[config.mk]
export PLATFORM = sky130hd
export DESIGN_NAME = skid_buffer
export DESIGN_NICKNAME = d
export VERILOG_FILES = /design/src/rtl/skid_pkg.sv /design/src/rtl/skid_buffer_pipe_reg.sv /design/src/rtl/skid_buffer.sv
export SDC_FILE = /design/constraint.sdc
export NUM_CORES = 1
export LEC_CHECK = 0
export BUFFER_PORTS_ARGS = -buffer_cell sky130_fd_sc_hd__buf_2
export CELL_PAD_IN_SITES_DETAIL_PLACEMENT = 0
export CELL_PAD_IN_SITES_GLOBAL_PLACEMENT = 1
export CORE_UTILIZATION = 35
export CTS_CLUSTER_DIAMETER = 120
export DETAILED_ROUTE_END_ITERATION = 10
export PLACE_DENSITY = 0.76
export SETUP_SLACK_MARGIN = 0.4
export SYNTH_ARGS = -nofsm -noshare
export SYNTH_HDL_FRONTEND = slang
export SYNTH_SLANG_ARGS = --single-unit
[constraint.sdc]
create_clock -name clk -period 1.2 [get_ports clk]
set_input_delay 0.18 -clock clk [delete_from_list [all_inputs] [get_ports clk]]
set_output_delay 0.18 -clock clk [all_outputs]
set_load 0.1 [all_outputs]
[src/rtl/skid_pkg.sv]
// skid_pkg: shared types for the skid buffer slice.
// State encodings, count width and output decode helpers.
package skid_pkg;

  localparam int COUNT_W = 2;

  typedef enum logic [1:0] {
    ST_EMPTY = 2'd0,
    ST_ONE   = 2'd1,
    ST_FULL  = 2'd2
  } state_t;

  function automatic logic [COUNT_W-1:0] occupancy(state_t s);
    logic [COUNT_W-1:0] n;
    n = '0;
    unique case (s)
      ST_EMPTY: n = 2'd0;
      ST_ONE:   n = 2'd1;
      ST_FULL:  n = 2'd2;
      default:  n = 2'd0;
    endcase
    return n;
  endfunction

  function automatic logic ready_of(state_t s);
    return s != ST_FULL;
  endfunction

  function automatic logic valid_of(state_t s);
    return s != ST_EMPTY;
  endfunction

endpackage

[src/rtl/skid_buffer_pipe_reg.sv]
// pipe_reg: WIDTH-bit enable register with synchronous
// active-low clear; holds either the main or the skid beat.
module pipe_reg #(
  parameter int WIDTH = 8
) (
  input  logic             clk,
  input  logic             rst_n,
  input  logic             en,
  input  logic [WIDTH-1:0] d,
  output logic [WIDTH-1:0] q
);

  // clear dominates load
  always_ff @(posedge clk) begin
    if (!rst_n) begin
      q <= '0;
    end else if (en) begin
      q <= d;
    end
  end

endmodule

[src/rtl/skid_buffer.sv]
// skid_buffer: two-entry valid/ready slice, all outputs
// registered; skid entry absorbs the in-flight beat on stall.
module skid_buffer
  import skid_pkg::*;
#(
  parameter int WIDTH = 8
) (
  input  logic               clk,
  input  logic               rst_n,
  input  logic               s_valid,
  input  logic [WIDTH-1:0]   s_data,
  output logic               s_ready,
  output logic               m_valid,
  output logic [WIDTH-1:0]   m_data,
  input  logic               m_ready,
  output logic [COUNT_W-1:0] count
);

  state_t           state;
  state_t           nxt;
  logic             in_hs;
  logic             out_hs;
  logic             main_en;
  logic             skid_en;
  logic             use_skid;
  logic [WIDTH-1:0] main_d;
  logic [WIDTH-1:0] skid_q;

  assign in_hs  = s_valid && s_ready;
  assign out_hs = m_valid && m_ready;
  assign main_d = use_skid ? skid_q : s_data;

  // next state and register load enables
  always_comb begin
    nxt      = state;
    main_en  = 1'b0;
    skid_en  = 1'b0;
    use_skid = 1'b0;
    unique case (state)
      ST_EMPTY: begin
        if (in_hs) begin
          main_en = 1'b1;
          nxt     = ST_ONE;
        end
      end
      ST_ONE: begin
        unique case ({in_hs, out_hs})
          2'b10: begin
            skid_en = 1'b1;
            nxt     = ST_FULL;
          end
          2'b01: begin
            nxt = ST_EMPTY;
          end
          2'b11: begin
            main_en = 1'b1;
          end
          default: begin
            nxt = ST_ONE;
          end
        endcase
      end
      ST_FULL: begin
        if (out_hs) begin
          main_en  = 1'b1;
          use_skid = 1'b1;
          nxt      = ST_ONE;
        end
      end
      default: begin
        nxt = ST_EMPTY;
      end
    endcase
  end

  // state and handshake outputs registered from next state
  always_ff @(posedge clk) begin
    if (!rst_n) begin
      state   <= ST_EMPTY;
      s_ready <= 1'b0;
      m_valid <= 1'b0;
      count   <= '0;
    end else begin
      state   <= nxt;
      s_ready <= ready_of(nxt);
      m_valid <= valid_of(nxt);
      count   <= occupancy(nxt);
    end
  end

  pipe_reg #(
    .WIDTH(WIDTH)
  ) u_main (
    .clk  (clk),
    .rst_n(rst_n),
    .en   (main_en),
    .d    (main_d),
    .q    (m_data)
  );

  pipe_reg #(
    .WIDTH(WIDTH)
  ) u_skid (
    .clk  (clk),
    .rst_n(rst_n),
    .en   (skid_en),
    .d    (s_data),
    .q    (skid_q)
  );

endmodule

==> metrics.txt, run 1 <==
# TYPE chip_impl_metric gauge
chip_impl_metric{name="post_synth_mux_area_share",unit="%"} 9.243
chip_impl_metric{name="clock-sinks",unit=""} 22
chip_impl_metric{name="worstMarginPinSlew",unit="ns"} 0.3542
chip_impl_metric{name="min_period_over_period",unit="%"} 110.9
chip_impl_info{name="clockRootBuffer",value="clkbuf_4"} 1
chip_impl_metric{name="max_freq",unit="MHz"} 751.1
chip_impl_metric{name="p_leak",unit="µW"} 0.0007514
chip_impl_metric{name="placed_cell_area",unit="µm²"} 1410
chip_impl_metric{name="synthCells",unit=""} 97
chip_impl_metric{name="p_per_area",unit="nW/µm²"} 1206
chip_impl_metric{name="synth-simple-area-share",unit="%"} 20.41
chip_impl_metric{name="grt_max_degree",unit=""} 23
chip_impl_metric{name="final_antenna_net_count",unit=""} 0
chip_impl_metric{name="global_route.usage.total",unit="%"} 17.40
chip_impl_info{name="outcome",value="complete, but fails checks"} 1
chip_impl_metric{name="final_nets",unit=""} 150
chip_impl_info{name="min_path_type",value="input port to flop"} 1
chip_impl_metric{name="synth_edf_count",unit=""} 0
chip_impl_metric{name="design.die.area",unit="µm²"} 3000
chip_impl_metric{name="globalRoute.totalOverflow",unit=""} 0
chip_impl_metric{name="area_growth_syn_to_layout",unit="%"} 68.42
chip_impl_metric{name="die_width",unit="µm"} 54.77
chip_impl_metric{name="core_footprint",unit="µm²"} 2545
chip_impl_metric{name="tritoncts.num_buffers",unit=""} 3
chip_impl_metric{name="ys.warnings.count",unit=""} 0
chip_impl_metric{name="timing.final.ws_setup",unit="ns"} -0.1314
chip_impl_metric{name="drc",unit=""} 0
chip_impl_metric{name="seq_area_frac_synth",unit="%"} 45.19
chip_impl_metric{name="maxSlewHeadroom",unit="%"} 76.39
chip_impl_metric{name="std_cell_rows",unit=""} 18
chip_impl_metric{name="clkSlewWorstSetupHoldPaths",unit="ns"} 0.12
chip_impl_metric{name="worst_hold_slack",unit="ns"} 0.1189
chip_impl_metric{name="async_flop_share",unit="%"} 0
chip_impl_info{name="worstSetupPathType",value="flop to flop"} 1
chip_impl_metric{name="htreeDepth",unit=""} 1
chip_impl_metric{name="drt_first_iter_violations",unit=""} 14
chip_impl_metric{name="max-vdd-ir-drop",unit="V"} 0.001102
chip_impl_metric{name="cts-root-to-sink-buffers",unit=""} 2
chip_impl_metric{name="layout.cell_area.non_filler",unit="µm²"} 1642
chip_impl_metric{name="synth_adder_area_share",unit="%"} 0
chip_impl_info{name="endpoint_kind",value="flop"} 1
chip_impl_metric{name="hold_viol",unit=""} 0
chip_impl_metric{name="syn_nets",unit=""} 109
chip_impl_metric{name="number_of_setup_violations_in_the_final_report",unit=""} 20
chip_impl_metric{name="grt_antenna_before_repair",unit=""} 0
chip_impl_metric{name="initial_core_util",unit="%"} 38.30
chip_impl_metric{name="post_route_cells_drive_above_1_share",unit="%"} 57.66
chip_impl_metric{name="wire_per_inst",unit="µm"} 14.37
chip_impl_metric{name="cp.required",unit="ns"} 1.40
chip_impl_info{name="violations_in_the_final_reports",value="negative setup slack"} 1
chip_impl_metric{name="timing.max_cap.violations",unit=""} 0
chip_impl_metric{name="grt_first_pass_wirelength",unit="µm"} 3650
chip_impl_metric{name="worstSkewPairLatency",unit="ns"} 0.30
chip_impl_metric{name="worstPathArrival",unit="ns"} 1.53
chip_impl_metric{name="total_of_fill_cells_in_the_finished_design",unit=""} 199
chip_impl_metric{name="finalWeightedCongestion",unit=""} 0.7562
chip_impl_metric{name="timing.final.max_slew_violations",unit=""} 0
chip_impl_metric{name="worstPathMaxFanout",unit=""} 8
chip_impl_metric{name="postLayoutCoreUtil",unit="%"} 64.50
chip_impl_metric{name="netlist_area",unit="µm²"} 974.7
chip_impl_metric{name="routed-via-count",unit=""} 899
chip_impl_metric{name="multi_input_comb_area",unit="µm²"} 546.8
chip_impl_info{name="synthFlopType",value="dfxtp_1"} 1
chip_impl_metric{name="diodes",unit=""} 0
chip_impl_metric{name="die_h",unit="µm"} 54.77
chip_impl_info{name="startpoint_type",value="flop"} 1
chip_impl_metric{name="number_of_global_route_vias_before_repair",unit=""} 766
chip_impl_metric{name="syn-mean-instance-area",unit="µm²"} 10.05
chip_impl_metric{name="place_hpwl",unit="µm"} 1507
chip_impl_metric{name="synth-compound-area-share",unit="%"} 19.13
chip_impl_metric{name="synth_xor_xnor_area_share",unit="%"} 0.8986
chip_impl_metric{name="floorplan.io_pins",unit=""} 24
chip_impl_info{name="unrepaired_setup_endpoints_after_global_routing",value="true"} 1
chip_impl_metric{name="drtPass1Iterations",unit=""} 4
chip_impl_metric{name="detail_route.wirelength",unit="µm"} 2400
chip_impl_metric{name="portBuffers",unit=""} 23
chip_impl_metric{name="vias_per_cell",unit=""} 5.383
chip_impl_metric{name="synth.lib_cells_used.distinct",unit=""} 23
chip_impl_metric{name="skew",unit="ns"} 0.007202
chip_impl_info{name="tritoncts",value="built"} 1
chip_impl_metric{name="ys_ff_latch",unit=""} 22
chip_impl_metric{name="final_min_period",unit="ns"} 1.331
chip_impl_info{name="synth_top_family_by_area",value="simple AND/OR/NAND/NOR gates"} 1
chip_impl_metric{name="sequential_cell_area",unit="µm²"} 490.5
==> cells by family (layout without fill, tap and decap cells) <==
logic type,count (synthesis),count (layout)
XOR/XNOR,1,1
buffers and inverters,6,46
multiplexers,9,9
flip-flops,22,22
AO/OA/AOI/OAI,21,21
AND/OR/NAND/NOR,38,38
==> worst max-delay path, stage by stage (launching register included) <==
cell and delay (ns):
dfxtp_2 0.36, nand4b_1 0.25, buf_4 0.20, o211ai_4 0.09, buf_12 0.16, nand2_1 0.06, o211a_1 0.12
==> synthesized netlist by cell type, types with 2 or more instances <==
cell type | count | share of area [%]
a21boi_0 | 9 | 6.9
nand3_1 | 8 | 4.1
o211a_1 | 8 | 8.2
buf_6 | 2 | 2.3
clkbuf_1 | 2 | 0.77
and2_1 | 4 | 2.6
nand2_1 | 19 | 7.3
dfxtp_1 | 22 | 45
mux2i_1 | 9 | 9.2
==> area by class of cell <==
class | count | share of cell area, %
multi-input combinational | 69 | 33.31
timing repair buffer | 42 | 32.32
sequential | 22 | 29.88
tap | 30 | 2.287
clock buffer | 4 | 2.210
==> cell usage in the layout (no fill, tap or decap) <==
cell type | synthesis | routed
and2_1 | 4 | 4
nand2_2 | 0 | 10
o211ai_4 | 1 | 1
buf_6 | 2 | 6
clkbuf_16 | 0 | 1
mux2i_2 | 0 | 2
dfxtp_1 | 22 | 8
nand2_8 | 0 | 1
a21boi_1 | 0 | 8
buf_12 | 0 | 14
o211a_1 | 8 | 8
clkbuf_8 | 0 | 1
buf_2 | 1 | 11
a211oi_2 | 0 | 1
nor2_1 | 1 | 1
buf_16 | 0 | 1
mux2i_1 | 9 | 7
and3b_2 | 1 | 1
dfxtp_4 | 0 | 13
nand4_1 | 1 | 1
nor2b_1 | 1 | 1
xor2_1 | 1 | 1
a21boi_4 | 0 | 1
nand3_2 | 0 | 1
nand2_1 | 19 | 9
nand4bb_2 | 1 | 1
nand4b_1 | 1 | 1
o21ai_1 | 0 | 1
a21oi_1 | 1 | 1
dfxtp_2 | 0 | 1
buf_8 | 1 | 1
clkbuf_4 | 0 | 3
buf_4 | 0 | 8
nand3_1 | 8 | 7
==> report_power, final <==
part / internal (µW) / switching, µW
sequential: 778 / 51.1
clock: 185 / 212
combinational: 328 / 425
==> through the flow <==
step / total power, µW / TNS [ns] / std cells / setup WS (ns)
floorplan: 1230 / -2.294 / 97 / -0.2078
global placement: 1481 / -0.6605 / 155 / -0.1016
detailed placement: 1488 / -1.382 / 155 / -0.1415
CTS: 1954 / -0.5743 / 162 / -0.08601
global route: 2052 / -2.580 / 167 / -0.1857
finish: 1980 / -1.363 / 167 / -0.1314
==> registers in the layout, summed over array words and instances, names as in the netlist <==
register and cells:
m_valid 1, u_skid.q 8, u_main.q 8, state 2, count 2, s_ready 1
==> per-layer routing <==
metal	GRT usage, %	up-vias	routed length, µm
li1	-	423	-
met1	23.83	446	1066
met2	25.70	28	1184
met3	5.278	2	136
met4	5.556	0	13
met5	0	-	0
==> path summary, 6_finish.rpt <==
kind,start,to,slack [ns],cells past startpoint
hold reg to reg,u_skid.q[5],u_skid.q[5],0.48,2
hold / removal,s_data[7],u_skid.q[7],0.12,3
setup reg to reg,state[0],u_main.q[5],-0.13,6
setup / recovery,state[0],u_main.q[5],-0.13,6
==> what timing repair did <==
item                                    in CTS  in global routing
hold buffers                                 0                  0
resized for setup                           32                  7
setup buffers                                2                  4
pin swaps                                   11                 11
endpoints found under the setup margin      34                 34
gates cloned                                 1                  1
(Power assumes the default switching activity.)
==> run 2: changes to the inputs <==
--- a/config.mk
+++ b/config.mk
@@ -5,13 +5,14 @@
 export SDC_FILE = /design/constraint.sdc
 export NUM_CORES = 1
 export LEC_CHECK = 0
-export BUFFER_PORTS_ARGS = -buffer_cell sky130_fd_sc_hd__buf_2
+export BUFFER_PORTS_ARGS = -buffer_cell sky130_fd_sc_hd__buf_4
 export CELL_PAD_IN_SITES_DETAIL_PLACEMENT = 0
 export CELL_PAD_IN_SITES_GLOBAL_PLACEMENT = 1
-export CORE_UTILIZATION = 35
+export CORE_UTILIZATION = 37
+export CTS_BUF_LIST = sky130_fd_sc_hd__clkbuf_8
 export CTS_CLUSTER_DIAMETER = 120
 export DETAILED_ROUTE_END_ITERATION = 10
-export PLACE_DENSITY = 0.76
+export PLACE_DENSITY = 0.79
 export SETUP_SLACK_MARGIN = 0.4
 export SYNTH_ARGS = -nofsm -noshare
 export SYNTH_HDL_FRONTEND = slang
==> metrics.txt, run 2 (synthesis gave the netlist of run 1 again) <==
# TYPE chip_impl_metric gauge
chip_impl_info{name="outcome",value="complete, but fails checks"} 1
chip_impl_info{name="violations_in_the_final_reports",value="negative setup slack"} 1
chip_impl_metric{name="hold_viol",unit=""} 0
chip_impl_info{name="crit-reg2reg-capture",value="u_main.q[0]"} 1
chip_impl_metric{name="grt_first_pass_wirelength",unit="µm"} 3808
chip_impl_metric{name="portBuffers",unit=""} 23
chip_impl_metric{name="timing.final.max_slew_violations",unit=""} 0
chip_impl_info{name="endpoint_kind",value="flop"} 1
chip_impl_metric{name="cts_hold_repair.buffers",unit=""} 0
chip_impl_metric{name="min_period_over_period",unit="%"} 108.5
chip_impl_metric{name="finalWeightedCongestion",unit=""} 0.7392
chip_impl_info{name="min-delay-start",value="s_data[7]"} 1
chip_impl_metric{name="number_of_setup_violations_in_the_final_report",unit=""} 18
chip_impl_metric{name="worstPathMaxFanout",unit=""} 5
chip_impl_metric{name="timing.max_cap.violations",unit=""} 0
chip_impl_metric{name="tritoncts.num_buffers",unit=""} 3
chip_impl_metric{name="core_footprint",unit="µm²"} 2477
chip_impl_info{name="critPathSlowestCell",value="dfxtp_2"} 1
chip_impl_metric{name="placed_cell_area",unit="µm²"} 1267
chip_impl_metric{name="post_route_cells_drive_above_1_share",unit="%"} 52.24
chip_impl_metric{name="total_of_fill_cells_in_the_finished_design",unit=""} 201
chip_impl_metric{name="drt_first_iter_violations",unit=""} 12
chip_impl_info{name="cell_breakdown_of_the_critical_path",value="nand4b_1 > buf_4 > mux2i_1 > nand2_2 > o211a_1"} 1
chip_impl_info{name="top_regs",value="u_main.q: 8 flops, u_skid.q: 8 flops"} 1
chip_impl_metric{name="number_of_global_route_vias_before_repair",unit=""} 797
chip_impl_metric{name="detail_route.wirelength",unit="µm"} 2450
chip_impl_metric{name="floorplan.io_pins",unit=""} 24
chip_impl_metric{name="die_h",unit="µm"} 53.33
chip_impl_metric{name="postLayoutCoreUtil",unit="%"} 64.34
chip_impl_info{name="unrepaired_setup_endpoints_after_global_routing",value="true"} 1
chip_impl_metric{name="max-vdd-ir-drop",unit="V"} 0.0009886
chip_impl_metric{name="crit_buf_inv",unit=""} 1
chip_impl_info{name="most_frequent_cells_in_the_layout",value="21 x buf_4, 14 x nand2_1, 13 x dfxtp_4, 13 x buf_12"} 1
chip_impl_info{name="clockRootBuffer",value="clkbuf_8"} 1
chip_impl_metric{name="gr-usage-met3",unit="%"} 3.736
chip_impl_metric{name="skew",unit="ns"} 0.007795
chip_impl_metric{name="vias_per_cell",unit=""} 5.091
chip_impl_info{name="worstHoldEndpoint",value="u_skid.q[7]"} 1
chip_impl_metric{name="global_route.usage.total",unit="%"} 19.21
chip_impl_metric{name="maxSlewHeadroom",unit="%"} 84.07
chip_impl_metric{name="cts-root-to-sink-buffers",unit=""} 2
chip_impl_metric{name="grt_antenna_before_repair",unit=""} 0
chip_impl_metric{name="final_min_period",unit="ns"} 1.302
chip_impl_metric{name="sequential_cell_area",unit="µm²"} 490.5
chip_impl_metric{name="layout.cell_area.non_filler",unit="µm²"} 1594
chip_impl_metric{name="die_width",unit="µm"} 53.33
chip_impl_metric{name="final_antenna_net_count",unit=""} 0
chip_impl_metric{name="place_hpwl",unit="µm"} 1617
chip_impl_metric{name="worstPathArrival",unit="ns"} 1.46
chip_impl_info{name="layout_commonest_cell",value="buf_4"} 1
chip_impl_metric{name="rr_worst_depth",unit=""} 5
chip_impl_info{name="min_path_type",value="input port to flop"} 1
chip_impl_metric{name="drc",unit=""} 0
chip_impl_metric{name="routed-via-count",unit=""} 835
chip_impl_info{name="worstSetupPathType",value="flop to flop"} 1
chip_impl_metric{name="drtPass1Iterations",unit=""} 4
chip_impl_metric{name="max_freq",unit="MHz"} 768.2
chip_impl_metric{name="globalRouteMet2Util",unit="%"} 28.33
chip_impl_metric{name="slowest_delay",unit="ns"} 0.33
chip_impl_info{name="critPathTopFamily",value="flip-flops"} 1
chip_impl_metric{name="htreeDepth",unit=""} 1
chip_impl_metric{name="timing.final.ws_setup",unit="ns"} -0.1018
chip_impl_metric{name="p_per_area",unit="nW/µm²"} 1257
chip_impl_metric{name="diodes",unit=""} 0
chip_impl_metric{name="multi_input_comb_area",unit="µm²"} 523.0
chip_impl_metric{name="clkSlewWorstSetupHoldPaths",unit="ns"} 0.08
chip_impl_metric{name="worstMarginPinSlew",unit="ns"} 0.2323
chip_impl_info{name="timing.rr.start",value="state[0]"} 1
chip_impl_metric{name="cp.required",unit="ns"} 1.36
chip_impl_metric{name="wire_per_inst",unit="µm"} 14.94
chip_impl_metric{name="grt_max_degree",unit=""} 23
chip_impl_metric{name="initial_core_util",unit="%"} 39.34
chip_impl_metric{name="design.die.area",unit="µm²"} 2844
chip_impl_metric{name="area_growth_syn_to_layout",unit="%"} 63.54
chip_impl_info{name="startpoint_type",value="flop"} 1
chip_impl_metric{name="worstSkewPairLatency",unit="ns"} 0.26
chip_impl_info{name="crit_path_start",value="state[0]"} 1
chip_impl_metric{name="std_cell_rows",unit=""} 18
chip_impl_metric{name="final_nets",unit=""} 148
chip_impl_info{name="tritoncts",value="built"} 1
chip_impl_metric{name="use_met1",unit="%"} 26.82
chip_impl_metric{name="regToRegSetupSlack",unit="ns"} -0.10
chip_impl_metric{name="globalRoute.totalOverflow",unit=""} 0
chip_impl_metric{name="worstHoldPathCells",unit=""} 3
chip_impl_metric{name="final_cells",unit=""} 164
chip_impl_metric{name="p_leak",unit="µW"} 0.0007454
chip_impl_info{name="gr-max-usage-layer",value="met2"} 1
chip_impl_metric{name="clock-sinks",unit=""} 22
chip_impl_metric{name="dpl.cell_count",unit=""} 154
## run 2: cell count changes in the layout (fill, tap and decap cells not counted), sizes merged
cell	change
buf	-1
clkbuf	-2
## run 2: what timing repair did
action,CTS,global route
endpoints found under the setup margin,34,34
cloned,1,1
setup buffers,4,1
resized for setup,52,6
pin swaps,6,1
## run 2: worst max path at each step
| stage | to | slack (ns) | cells past startpoint |
|---|---|---|---|
| 6_report | u_main.q[0] | -0.10 | 5 |
| 2_1_floorplan | u_main.q[6] | -0.21 | 5 |
| 5_1_grt | u_main.q[4] | -0.13 | 6 |
| 4_1_cts | u_main.q[2] | -0.08 | 6 |
| 3_5_place_dp | u_main.q[4] | -0.21 | 5 |
| 3_3_place_gp | u_main.q[2] | -0.09 | 5 |
## run 2: where the power goes
group	internal [µW]	leakage, µW	switching [µW]	total (µW)
sequential	778	0.000189	47.9	826
clock	224	0.0000216	222	446
combinational	313	0.000535	419	733
## run 2: metal layers
layer / wire length, µm / part of all wire, % / up-vias
li1: - / - / 416
met3: 97 / 4.0 / 6
met5: 0 / 0 / -
met1: 1181 / 48 / 385
met4: 38 / 1.6 / 0
met2: 1132 / 46 / 28
## run 2: layout make-up
class / instances / share of cell area (%)
clock buffer: 3 / 2.590
multi-input combinational: 69 / 32.81
sequential: 22 / 30.77
tap: 30 / 2.355
timing repair buffer: 40 / 31.48
## run 2: per-stage QoR
step	setup WS (ns)	TNS, ns	hold slack, ns	power (µW)
final	-0.1018	-0.9373	0.1951	2004
after CTS	-0.07603	-0.5322	0.1986	1997
after floorplan	-0.2078	-2.294	0.3338	1230
after global placement	-0.09264	-0.6291	0.4473	1372
after detailed placement	-0.2098	-1.428	0.4612	1378
after global routing	-0.1336	-1.805	0.1984	2088
## run 2: worst reg2reg max path, stage by stage (launching register included)
cell      delay, ns
dfxtp_2        0.33
nand4b_1       0.23
buf_4          0.22
mux2i_1        0.23
nand2_2        0.08
o211a_1        0.12
==> run 3: changes to the inputs <==
--- a/config.mk
+++ b/config.mk
@@ -8,12 +8,13 @@
 export BUFFER_PORTS_ARGS = -buffer_cell sky130_fd_sc_hd__buf_4
 export CELL_PAD_IN_SITES_DETAIL_PLACEMENT = 0
 export CELL_PAD_IN_SITES_GLOBAL_PLACEMENT = 1
-export CORE_UTILIZATION = 37
-export CTS_BUF_LIST = sky130_fd_sc_hd__clkbuf_8
+export CORE_UTILIZATION = 35
+export CTS_BUF_LIST = sky130_fd_sc_hd__clkbuf_8 sky130_fd_sc_hd__clkbuf_16
 export CTS_CLUSTER_DIAMETER = 120
 export DETAILED_ROUTE_END_ITERATION = 10
-export PLACE_DENSITY = 0.79
+export PLACE_DENSITY = 0.76
 export SETUP_SLACK_MARGIN = 0.4
+export SKIP_LAST_GASP = 1
 export SYNTH_ARGS = -nofsm -noshare
 export SYNTH_HDL_FRONTEND = slang
 export SYNTH_SLANG_ARGS = --single-unit
==> metrics.txt, run 3 (synthesis gave the netlist of run 1 again) <==
# TYPE chip_impl_metric gauge
chip_impl_metric{name="globalRoute.totalOverflow",unit=""} 0
chip_impl_metric{name="worstMarginPinSlew",unit="ns"} 0.2736
chip_impl_metric{name="final_min_period",unit="ns"} 1.269
chip_impl_metric{name="detail_route.wirelength",unit="µm"} 2536
chip_impl_metric{name="routed-via-count",unit=""} 871
chip_impl_metric{name="htreeDepth",unit=""} 1
chip_impl_info{name="most_frequent_cells_in_the_layout",value="22 x buf_4, 14 x nand2_1, 13 x dfxtp_4"} 1
chip_impl_info{name="tritoncts",value="built"} 1
chip_impl_info{name="violations_in_the_final_reports",value="negative setup slack"} 1
chip_impl_metric{name="timing.final.ws_setup",unit="ns"} -0.06932
chip_impl_metric{name="initial_core_util",unit="%"} 38.30
chip_impl_metric{name="timing.max_cap.violations",unit=""} 0
chip_impl_metric{name="tritoncts.num_buffers",unit=""} 3
chip_impl_metric{name="total_power",unit="µW"} 2154
chip_impl_info{name="top_regs",value="u_main.q: 8 flops, u_skid.q: 8 flops"} 1
chip_impl_metric{name="grt_antenna_before_repair",unit=""} 0
chip_impl_info{name="min_path_type",value="input port to flop"} 1
chip_impl_metric{name="floorplan.io_pins",unit=""} 24
chip_impl_metric{name="place_hpwl",unit="µm"} 1568
chip_impl_metric{name="post_route_cells_drive_above_1_share",unit="%"} 52.17
chip_impl_metric{name="worstPathArrival",unit="ns"} 1.43
chip_impl_metric{name="worst_hold_slack",unit="ns"} 0.1750
chip_impl_metric{name="cp.required",unit="ns"} 1.36
chip_impl_info{name="unrepaired_setup_endpoints_after_global_routing",value="true"} 1
chip_impl_info{name="timing.rr.start",value="state[1]"} 1
chip_impl_info{name="clockRootBuffer",value="clkbuf_8"} 1
chip_impl_info{name="outcome",value="complete, but fails checks"} 1
chip_impl_metric{name="std_cell_rows",unit=""} 18
chip_impl_metric{name="drc",unit=""} 0
chip_impl_metric{name="maxSlewHeadroom",unit="%"} 81.67
chip_impl_metric{name="min_period_over_period",unit="%"} 105.8
chip_impl_metric{name="vias_per_cell",unit=""} 5.185
chip_impl_metric{name="core_footprint",unit="µm²"} 2545
chip_impl_metric{name="hold_viol",unit=""} 0
chip_impl_metric{name="final_cells",unit=""} 168
chip_impl_metric{name="total_of_fill_cells_in_the_finished_design",unit=""} 207
chip_impl_metric{name="finalWeightedCongestion",unit=""} 0.7115
chip_impl_metric{name="dpl.cell_count",unit=""} 155
chip_impl_metric{name="number_of_global_route_vias_before_repair",unit=""} 771
chip_impl_metric{name="clock-sinks",unit=""} 22
chip_impl_metric{name="max-vdd-ir-drop",unit="V"} 0.001222
chip_impl_metric{name="grt_max_degree",unit=""} 23
chip_impl_metric{name="wire_per_inst",unit="µm"} 15.10
chip_impl_metric{name="detailedPlace.worstSlack",unit="ns"} -0.1067
chip_impl_info{name="worstHoldEndpoint",value="u_skid.q[0]"} 1
chip_impl_metric{name="die_h",unit="µm"} 54.77
chip_impl_metric{name="portBuffers",unit=""} 23
chip_impl_metric{name="rr_worst_depth",unit=""} 5
chip_impl_info{name="min-delay-start",value="s_data[0]"} 1
chip_impl_metric{name="worstPathMaxFanout",unit=""} 6
chip_impl_metric{name="diodes",unit=""} 0
chip_impl_metric{name="drt_first_iter_violations",unit=""} 8
chip_impl_metric{name="die_width",unit="µm"} 54.77
chip_impl_metric{name="area_growth_syn_to_layout",unit="%"} 68.68
chip_impl_metric{name="grt_first_pass_wirelength",unit="µm"} 3870
chip_impl_metric{name="cts_hold_repair.buffers",unit=""} 0
chip_impl_metric{name="skew",unit="ns"} 0.007293
chip_impl_metric{name="global_route.usage.total",unit="%"} 18.61
chip_impl_metric{name="worstSkewPairLatency",unit="ns"} 0.27
chip_impl_metric{name="regToRegSetupSlack",unit="ns"} -0.07
chip_impl_metric{name="final_nets",unit=""} 151
chip_impl_info{name="startpoint_type",value="flop"} 1
chip_impl_metric{name="number_of_setup_violations_in_the_final_report",unit=""} 15
chip_impl_metric{name="drtPass1Iterations",unit=""} 4
chip_impl_metric{name="cts-root-to-sink-buffers",unit=""} 2
chip_impl_info{name="worstSetupPathType",value="flop to flop"} 1
chip_impl_metric{name="final_antenna_net_count",unit=""} 0
chip_impl_metric{name="p_leak",unit="µW"} 0.0007756
chip_impl_info{name="endpoint_kind",value="flop"} 1
chip_impl_metric{name="timing.final.max_slew_violations",unit=""} 0
chip_impl_info{name="crit-reg2reg-capture",value="u_main.q[6]"} 1
chip_impl_metric{name="p_per_area",unit="nW/µm²"} 1310
chip_impl_metric{name="worstHoldPathCells",unit=""} 3
chip_impl_metric{name="design.die.area",unit="µm²"} 3000
chip_impl_info{name="layout_commonest_cell",value="buf_4"} 1
chip_impl_metric{name="clkSlewWorstSetupHoldPaths",unit="ns"} 0.08
chip_impl_metric{name="max_freq",unit="MHz"} 787.8
[run 3: worst max-delay path, cell delays in order, from the launching register on]
cell	delay, ns
dfxtp_4	0.37
nand4b_1	0.16
buf_4	0.17
o211ai_4	0.12
buf_4	0.16
o211a_1	0.19
[run 3: final cells by class]
| type | instances | area (µm²) | area share (%) |
|---|---|---|---|
| timing repair buffer | 42 | 513.0 | 31.20 |
| sequential | 22 | 490.5 | 29.83 |
| tap | 30 | 37.54 | 2.283 |
| multi-input combinational | 70 | 536.8 | 32.65 |
| clock buffer | 4 | 66.31 | 4.033 |
[run 3: through the flow]
step	setup TNS (ns)	util, %	area (µm²)
5_1_grt	-1.540	64.60	1644
3_5_place_dp	-1.238	49.61	1262
3_3_place_gp	-0.9108	49.61	1262
6_report	-0.5978	64.60	1644
2_1_floorplan	-2.294	-	1020
4_1_cts	-0.4631	62.29	1585
[run 3: worst max-delay path by stage]
stage,to,slack (ns),cells past startpoint,start
after global routing,u_main.q[2],-0.12,4,m_valid
after floorplan,u_main.q[6],-0.21,5,s_ready
after CTS,u_main.q[3],-0.05,4,m_valid
after detailed placement,u_skid.q[1],-0.11,6,state[1]
after global placement,u_main.q[2],-0.08,5,state[1]
final,u_main.q[6],-0.07,5,state[1]
[run 3: where the power goes]
group	total (µW)	switching (µW)	leakage, µW	internal, µW
combinational	716	416	0.000553	301
sequential	825	47.6	0.000189	778
clock	612	250	0.0000339	362
total	2150	713	0.000776	1440
[run 3: layer usage]
metal  global-route usage (%)  part of all wire (%)  routed length [µm]
met3                    6.389                   3.8                  97
met5                        0                     0                   0
met1                    25.96                    46                1161
met4                    3.846                   1.8                  45
met2                    27.31                    49                1231
[run 3: what timing repair did]
item,4_1_cts,5_1_grt
resized for setup,49,15
endpoints found under the setup margin,34,34
pin swaps,3,9
buffers inserted,6,1
cloned,1,1
